<file path="config.mk">
export PLATFORM = sky130hd
export DESIGN_NAME = eth_irq_gateway
export DESIGN_NICKNAME = d
export VERILOG_FILES = /design/src/rtl/eth_irq_gateway.sv
export SDC_FILE = /design/constraint.sdc
export NUM_CORES = 1
export LEC_CHECK = 0
export ABC_AREA = 1
export CORE_MARGIN = 4
export CORE_UTILIZATION = 54
export CTS_CLUSTER_SIZE = 10
export DETAILED_ROUTE_END_ITERATION = 8
export PLACE_DENSITY = 0.87
export SLEW_MARGIN = 0
export SYNTH_ARGS = -nofsm -noshare
export SYNTH_HDL_FRONTEND = slang
export SYNTH_SLANG_ARGS = --single-unit
</file>
<file path="constraint.sdc">
create_clock -name clk_i -period 3.7 [get_ports clk_i]
set_clock_uncertainty 0.15 [all_clocks]
set_input_delay 1.11 -clock clk_i [delete_from_list [all_inputs] [get_ports clk_i]]
set_output_delay 1.11 -clock clk_i [all_outputs]
set_load 0.01 [all_outputs]
</file>
<file path="src/rtl/eth_irq_gateway.sv">
// Claim/complete interrupt gateway for the Ethernet controller's RX and TX pending levels.
// Each source runs its own IDLE/PENDING/IN_SERVICE/COOLDOWN FSM; claims and completions are arbitrated here.
module eth_irq_gateway #(
    parameter bit          rx_first_p      = 1'b1,
    parameter int unsigned settle_cycles_p = 2
) (
    input  logic       clk_i,
    input  logic       reset_n_i,
    input  logic       rx_pending_i,
    input  logic       tx_pending_i,
    input  logic       irq_enable_i,
    input  logic       claim_v_i,
    output logic [1:0] claim_id_o,
    output logic       claim_id_v_o,
    input  logic       complete_v_i,
    input  logic [1:0] complete_id_i,
    output logic       complete_err_o,
    output logic       irq_o,
    output logic       rx_pop_o,
    output logic       tx_interrupt_clear_o
);

    typedef enum logic [1:0] {
        StIdle,
        StPending,
        StInService,
        StCooldown
    } src_state_e;

    localparam logic [3:0] SettleLoad = 4'(settle_cycles_p);
    localparam int unsigned SrcRx = 0;
    localparam int unsigned SrcTx = 1;

    src_state_e state_q [2];
    src_state_e state_d [2];
    logic [3:0] cnt_q   [2];
    logic [3:0] cnt_d   [2];

    logic [1:0] level;
    logic [1:0] is_pending;
    logic [1:0] sel;
    logic [1:0] cpl;

    logic [1:0] claim_id_d;
    logic       claim_id_v_d;
    logic       complete_err_d;
    logic       rx_pop_d;
    logic       tx_clear_d;

    assign level = {tx_pending_i, rx_pending_i};

    // Arbitration and completion matching use the state before the edge, so a source
    // being completed this cycle is never visible to the claim.
    always_comb begin
        is_pending[SrcRx] = (state_q[SrcRx] == StPending);
        is_pending[SrcTx] = (state_q[SrcTx] == StPending);

        sel[SrcRx] = claim_v_i && is_pending[SrcRx] && (rx_first_p || !is_pending[SrcTx]);
        sel[SrcTx] = claim_v_i && is_pending[SrcTx] && (!rx_first_p || !is_pending[SrcRx]);

        cpl[SrcRx] = complete_v_i && (complete_id_i == 2'd1) &&
                     (state_q[SrcRx] == StInService);
        cpl[SrcTx] = complete_v_i && (complete_id_i == 2'd2) &&
                     (state_q[SrcTx] == StInService);

        claim_id_v_d   = claim_v_i;
        claim_id_d     = sel[SrcRx] ? 2'd1 : (sel[SrcTx] ? 2'd2 : 2'd0);
        complete_err_d = complete_v_i && !cpl[SrcRx] && !cpl[SrcTx];
        rx_pop_d       = cpl[SrcRx];
        tx_clear_d     = cpl[SrcTx];
    end

    always_comb begin
        for (int i = 0; i < 2; i++) begin
            state_d[i] = state_q[i];
            cnt_d[i]   = cnt_q[i];
            unique case (state_q[i])
                StIdle: begin
                    if (level[i]) begin
                        state_d[i] = StPending;
                    end
                end
                StPending: begin
                    if (sel[i]) begin
                        state_d[i] = StInService;
                    end else if (!level[i]) begin
                        state_d[i] = StIdle;
                    end
                end
                StInService: begin
                    if (cpl[i]) begin
                        state_d[i] = StCooldown;
                        cnt_d[i]   = SettleLoad;
                    end
                end
                StCooldown: begin
                    if (cnt_q[i] <= 4'd1) begin
                        state_d[i] = StIdle;
                        cnt_d[i]   = 4'd0;
                    end else begin
                        cnt_d[i] = cnt_q[i] - 4'd1;
                    end
                end
                default: begin
                    state_d[i] = StIdle;
                    cnt_d[i]   = 4'd0;
                end
            endcase
        end
    end

    always_ff @(posedge clk_i or negedge reset_n_i) begin
        if (!reset_n_i) begin
            for (int i = 0; i < 2; i++) begin
                state_q[i] <= StIdle;
                cnt_q[i]   <= 4'd0;
            end
        end else begin
            for (int i = 0; i < 2; i++) begin
                state_q[i] <= state_d[i];
                cnt_q[i]   <= cnt_d[i];
            end
        end
    end

    always_ff @(posedge clk_i or negedge reset_n_i) begin
        if (!reset_n_i) begin
            claim_id_o           <= 2'd0;
            claim_id_v_o         <= 1'b0;
            complete_err_o       <= 1'b0;
            rx_pop_o             <= 1'b0;
            tx_interrupt_clear_o <= 1'b0;
        end else begin
            claim_id_o           <= claim_id_d;
            claim_id_v_o         <= claim_id_v_d;
            complete_err_o       <= complete_err_d;
            rx_pop_o             <= rx_pop_d;
            tx_interrupt_clear_o <= tx_clear_d;
        end
    end

    // Only the PENDING state raises the line; IN_SERVICE and COOLDOWN keep it low.
    assign irq_o = irq_enable_i && (is_pending[SrcRx] || is_pending[SrcTx]);

endmodule

</file>
==> results of run 1 <==
==> metrics by stage <==
step / utilization / setup WS [ns]
2_1_floorplan: - / 1.10
3_3_place_gp: 0.697 / 0.194
3_5_place_dp: 0.697 / 0.134
4_1_cts: 0.711 / 0.120
5_1_grt: 0.711 / 0.0537
6_report: 0.711 / 0.141
==> area by class of cell <==
class                           instances  area, µm²
Timing Repair Buffer                   15        150
Clock buffer                            3       22.5
Multi-Input combinational cell         71        387
Fill cell                             114        450
Inverter                               21       78.8
Tap cell                               16       20.0
Sequential cell                        18        450
==> cell families (layout without fill, tap and decap cells) <==
| group | after synthesis | count (layout) |
|---|---|---|
| fa+ha+maj | 4 | 4 |
| compound gates | 15 | 15 |
| flops | 18 | 18 |
| simple gates | 49 | 49 |
| xor+xnor | 3 | 3 |
| buf+inv | 22 | 39 |
==> worst min path at each step <==
| stage | slack (ns) | end | from |
|---|---|---|---|
| after CTS | 0.38 | cnt_q[4]$_DFFE_PN0P_ | cnt_q[4]$_DFFE_PN0P_ |
| after detailed placement | 0.36 | cnt_q[4]$_DFFE_PN0P_ | cnt_q[4]$_DFFE_PN0P_ |
| final | 0.37 | cnt_q[0]$_DFFE_PN0P_ | cnt_q[0]$_DFFE_PN0P_ |
| after floorplan | 0.32 | cnt_q[1]$_DFFE_PN0P_ | cnt_q[1]$_DFFE_PN0P_ |
| after global placement | 0.34 | cnt_q[1]$_DFFE_PN0P_ | cnt_q[1]$_DFFE_PN0P_ |
| after global routing | 0.40 | cnt_q[0]$_DFFE_PN0P_ | cnt_q[0]$_DFFE_PN0P_ |
==> synthesized netlist by cell type <==
cell type	number
a21boi_1	2
a21o_1	1
a21oi_1	4
buf_4	1
clkinv_1	1
dfrtp_1	18
ha_1	4
inv_1	16
inv_2	4
nand2_1	26
nand2_2	1
nand3_1	9
nand4_1	2
nor2_1	8
nor2b_1	1
nor3_2	1
nor3_4	1
o21ai_0	1
o21ai_1	6
o221ai_1	1
xor2_1	3
==> power breakdown <==
part	leakage (nW)	switching (mW)	total, mW	internal (mW)
sequential	0.226	0.0748	0.344	0.269
combinational	0.337	0.225	0.390	0.165
clock	0.0138	0.0540	0.0917	0.0376
==> worst reg2reg max path, stage by stage, from the launching register on <==
cell	delay [ns]
dfrtp_1	0.42
inv_1	0.11
ha_1	0.19
inv_1	0.05
nand2_1	0.05
nand2_1	0.08
nand2_1	0.11
nand4_1	0.12
nor2b_1	0.16
==> per-layer routing <==
metal  wire length (µm)  global-route usage  part of all wire
met5                  0                   0                 0
met4                 29              0.0616             0.017
met3                109              0.0367             0.064
met2                812               0.263              0.48
met1                740               0.195              0.44
==> out/metrics.cfg, run 1 <==
[run_status]
status = finished, final reports clean

[yosys]
synthDistinctLibCells = 21
synth_top_area_cell = dfrtp_1
synthAdderAreaFrac = 0.0542
syn_area_um2 = 923
synth_top_area_share = 0.488
yosys-top-cells-area = dfrtp_1 (49%), nand2_1 (11%), inv_1 (6.5%), ha_1 (5.4%), nand3_1 (4.9%)
synth_simple_gate_area_frac = 0.243
netlist_instances = 111
synth_nets = 124
ys_seq_area_frac = 0.488
synth-seq-cells = 18
ys_warn_count = 0
synth-compound-area-share = 0.0935
synth_area_per_cell_um2 = 8.32
synthXorXnorAreaFrac = 0.0285
synth.area.mux_share = 0
synth_top_family_by_area = simple AND/OR/NAND/NOR gates

[sta]
tns_ns = 0
hold_slack_ns = 0.371
setup_viol = 0
fin_crit_sh = 0.962
fmax_mhz = 281
worst_pin_slew_ns = 0.776
slew_headroom = 0.481
drv_slew = 0
fin_crit_ns = 3.56
rsz0062_at_grt = no
hold_viol = 0

[finish]
layout_commonest_cell = nand2_1
final_area_um2 = 1110
n_antenna_cell = 0
final_cell_mix = nand2_1 (26), dfrtp_1 (18), inv_1 (16)
fin_cells = 144
nets = 143
drive_gt1_frac = 0.0781
areaGrowthSynthToFinish_pct = 20.1

[clock_network]
cts_setup_buffers = 0
cts_tree = built
cts_resized = 0
cts.sinks = 18
cts_root_buf = clkbuf_4
ctsHoldBuffers = 0
clockBufferDepth = 2
cts_buffers = 3
cts.htree.levels = 1
cts.clk_slew.worst_paths_ns = 0.09
clock_latency_ns = 0.27

[pwr]
cellPowerDensity_nw_per_um2 = 745
p_leak_nw = 0.577
max-vdd-ir-drop_mv = 0.418
finalPower_mw = 0.826

[placement]
dp_hpwl_um = 1390
gp_congestion = 0.781
dpl_cell_area_um2 = 1090
placed_cells = 141
port-buffer-count = 15

[floorplan]
rows = 14
core_area_um2 = 1560
die_y_um = 49.4
die_area_um2 = 2440
ios = 16
die_x_um = 49.4
initial_core_util = 0.592

[worst_setup_path]
worstSetupEndpoint = irq_o
r2r_slack_ns = 2.17
timing.rr.end = state_q[2]$_DFFE_PN0P_
cp.depth = 3
crit_slowest_cell = clkdlybuf4s50_1
rr_startpoint = cnt_q[4]$_DFFE_PN0P_
criticalPathCategory = primary input to primary output
endpoint_kind = primary output
critical_path_buf_inv_count = 2
cp.arrival_ns = 2.30
cp_max_fo = 1
rr_worst_depth = 8
worstSetupStartpointType = primary input
cp-startpoint = irq_enable_i
cpPeakStageDelay_ns = 0.55
cp_top_family = buffers and inverters
crit_required_ns = 2.44
cp_cell_sequence = clkdlybuf4s50_1 -> a21boi_1 -> clkdlybuf4s50_1
timing.critical_path.mode_cell = clkdlybuf4s50_1

[global_route]
grt_pass1_vias = 698
grt.overflow.total = 0
grt_max_degree = 19
antenna_found_initial = 0
grt_pass1_wl_um = 2950
grt.total_usage = 0.158

[worst_hold_path]
hold-path-cell-count = 1
hp-class = flip-flop to flip-flop

[routing]
viasPerCell = 5.23
avgRoutedWirePerCell_um = 11.7
drt_iter0_drc = 20
drc = 0
wl_um = 1690
ant_nets = 0
routed-via-count = 753
drt-pass1-iter-count = 4

[job]
drv_cap = 0

No activity file was read; power rests on OpenSTA's default activity.
==> inputs of run 2 (changes only) <==
--- a/config.mk
+++ b/config.mk
@@ -6,11 +6,12 @@
 export NUM_CORES = 1
 export LEC_CHECK = 0
 export ABC_AREA = 1
-export CORE_MARGIN = 4
-export CORE_UTILIZATION = 54
+export CORE_ASPECT_RATIO = 1.4
+export CORE_MARGIN = 5
+export CORE_UTILIZATION = 50
 export CTS_CLUSTER_SIZE = 10
 export DETAILED_ROUTE_END_ITERATION = 8
-export PLACE_DENSITY = 0.87
+export PLACE_DENSITY = 0.82
 export SLEW_MARGIN = 0
 export SYNTH_ARGS = -nofsm -noshare
 export SYNTH_HDL_FRONTEND = slang
==> constraint.sdc (replaced) <==
create_clock -name clk_i -period 3.46 [get_ports clk_i]
set_clock_uncertainty 0.15 [all_clocks]
set_input_delay 1.038 -clock clk_i [delete_from_list [all_inputs] [get_ports clk_i]]
set_output_delay 1.038 -clock clk_i [all_outputs]
set_load 0.01 [all_outputs]
==> out/metrics.cfg, run 2 (synthesis gave the netlist of run 1 again) <==
[routing]
drc = 0  ; unchanged
avgRoutedWirePerCell_um = 10.6  ; -9.4%
ant_nets = 0  ; unchanged
drt_iter0_drc = 6  ; -70%
wl_um = 1590  ; -6.2%
drt-pass1-iter-count = 4  ; unchanged
viasPerCell = 5.00  ; -4.4%
routed-via-count = 745  ; -1.1%

[placement]
dpl_cell_area_um2 = 1090  ; +0.46%
gp_congestion = 0.781  ; unchanged
port-buffer-count = 15  ; unchanged
dp_slack_ns = 0.0829  ; -0.0507 ns
dp_hpwl_um = 1270  ; -8.6%

[finish]
nets = 143  ; unchanged
drive_gt1_frac = 0.0853  ; +0.00715
areaGrowthSynthToFinish_pct = 22.4
final_area_um2 = 1130  ; +1.9%
n_antenna_cell = 0  ; unchanged
final_cell_mix = nand2_1 (26), dfrtp_1 (18), inv_1 (16)
fillCellCount = 153  ; +34%
layout_commonest_cell = nand2_1

[floorplan]
die_y_um = 60.8  ; +23%
die_area_um2 = 2820  ; +16%
rows = 18  ; +4
die_x_um = 46.3  ; -6.1%
ios = 16  ; unchanged
initial_core_util = 0.526  ; -0.0667
core_area_um2 = 1760  ; +13%

[clock_network]
cts_root_buf = clkbuf_4
ctsHoldBuffers = 0  ; unchanged
cts_tree = built
clock_latency_ns = 0.28  ; about the same
clockBufferDepth = 2  ; unchanged
cts.clk_slew.worst_paths_ns = 0.10  ; about the same
cts_setup_buffers = 0  ; unchanged
cts.sinks = 18  ; unchanged
cts.htree.levels = 1  ; unchanged
cts_buffers = 3  ; unchanged

[pwr]
cellPowerDensity_nw_per_um2 = 793  ; +6.5%
max-vdd-ir-drop_mv = 0.511  ; +22%
p_leak_nw = 0.598  ; +3.6%

[global_route]
grt_busiest_layer = met2
grtUsageMet3 = 0.0208  ; -0.0159
grt.total_usage = 0.140  ; -0.0173
grt.overflow.total = 0  ; unchanged
grt_pass1_wl_um = 2880  ; -2.1%
grt_max_degree = 19  ; unchanged
met2_usage = 0.260  ; -0.00355
grt_pass1_vias = 735  ; +5.3%
antenna_found_initial = 0  ; unchanged
globalRouteMet1Util = 0.150  ; -0.0447

[worst_setup_path]
endpoint_kind = primary output
worstSetupStartpointType = primary input
cp.arrival_ns = 1.80  ; -0.50 ns
criticalPathCategory = primary input to primary output
crit_required_ns = 2.27  ; -0.17 ns
cp_max_fo = 1  ; unchanged

[sta]
hold_viol = 0  ; unchanged
fin_crit_ns = 2.99
slew_headroom = 0.487  ; +0.00539
worst_pin_slew_ns = 0.768  ; -0.00805 ns
fin_crit_sh = 0.864
fmax_mhz = 334
setup_viol = 0  ; unchanged
drv_slew = 0  ; unchanged
tns_ns = 0  ; unchanged
rsz0062_at_grt = no
fin_ws_ns = 0.469  ; +0.328 ns

[worst_hold_path]
hp-class = flip-flop to flip-flop

[run_status]
status = finished, final reports clean

[job]
drv_cap = 0  ; unchanged

## run 2: final timing paths
check	slack, ns	from	to	cells past startpoint
max in group asynchronous	1.64	reset_n_i	rx_pop_o$_DFF_PN0_	1
setup / recovery	0.47	irq_enable_i	irq_o	3
setup reg to reg	1.96	cnt_q[4]$_DFFE_PN0P_	state_q[2]$_DFFE_PN0P_	8
min in group asynchronous	1.05	reset_n_i	cnt_q[4]$_DFFE_PN0P_	1
hold / removal	0.36	cnt_q[4]$_DFFE_PN0P_	cnt_q[4]$_DFFE_PN0P_	1
hold reg to reg	0.36	cnt_q[4]$_DFFE_PN0P_	cnt_q[4]$_DFFE_PN0P_	1
## run 2: critical path, stage by stage
cell             delay (ns)
clkdlybuf4s50_1        0.45
a21boi_1               0.14
dlymetal6s2s_1         0.17
## run 2: power breakdown
part	total [mW]	leakage (nW)	internal (mW)	switching, mW
Combinational	0.404	0.351	0.175	0.229
Clock	0.125	0.0210	0.0640	0.0610
Sequential	0.367	0.226	0.288	0.0792
Total	0.896	0.598	0.527	0.369
## run 2: through the flow
stage | std cells | util | hold slack (ns) | total power [mW]
final | 149 | 0.643 | 0.364 | 0.896
after global routing | 149 | 0.643 | 0.382 | 0.982
after CTS | 149 | 0.642 | 0.367 | 0.907
after detailed placement | 145 | 0.621 | 0.349 | 0.779
after global placement | 145 | 0.621 | 0.345 | 0.758
after floorplan | 111 | - | 0.320 | 0.673
## run 2: repair_timing
item / 4_1_cts / 5_1_grt
hold endpoints to repair: 0 / 0
resized for setup: 0 / 1
setup endpoints to repair: 0 / 1
## run 2: cell type report
class / instances / area, µm² / share of cell area
Clock buffer: 4 / 36.3 / 0.0321
Sequential cell: 18 / 450 / 0.399
Multi-Input combinational cell: 71 / 387 / 0.342
Tap cell: 20 / 25.0 / 0.0221
Timing Repair Buffer: 15 / 153 / 0.135
Inverter: 21 / 78.8 / 0.0698
## run 2: routing by layer
metal,share of wire,vias up
met5,0,-
li1,-,385
met3,0.055,2
met1,0.40,343
met2,0.54,15
met4,0.0088,0
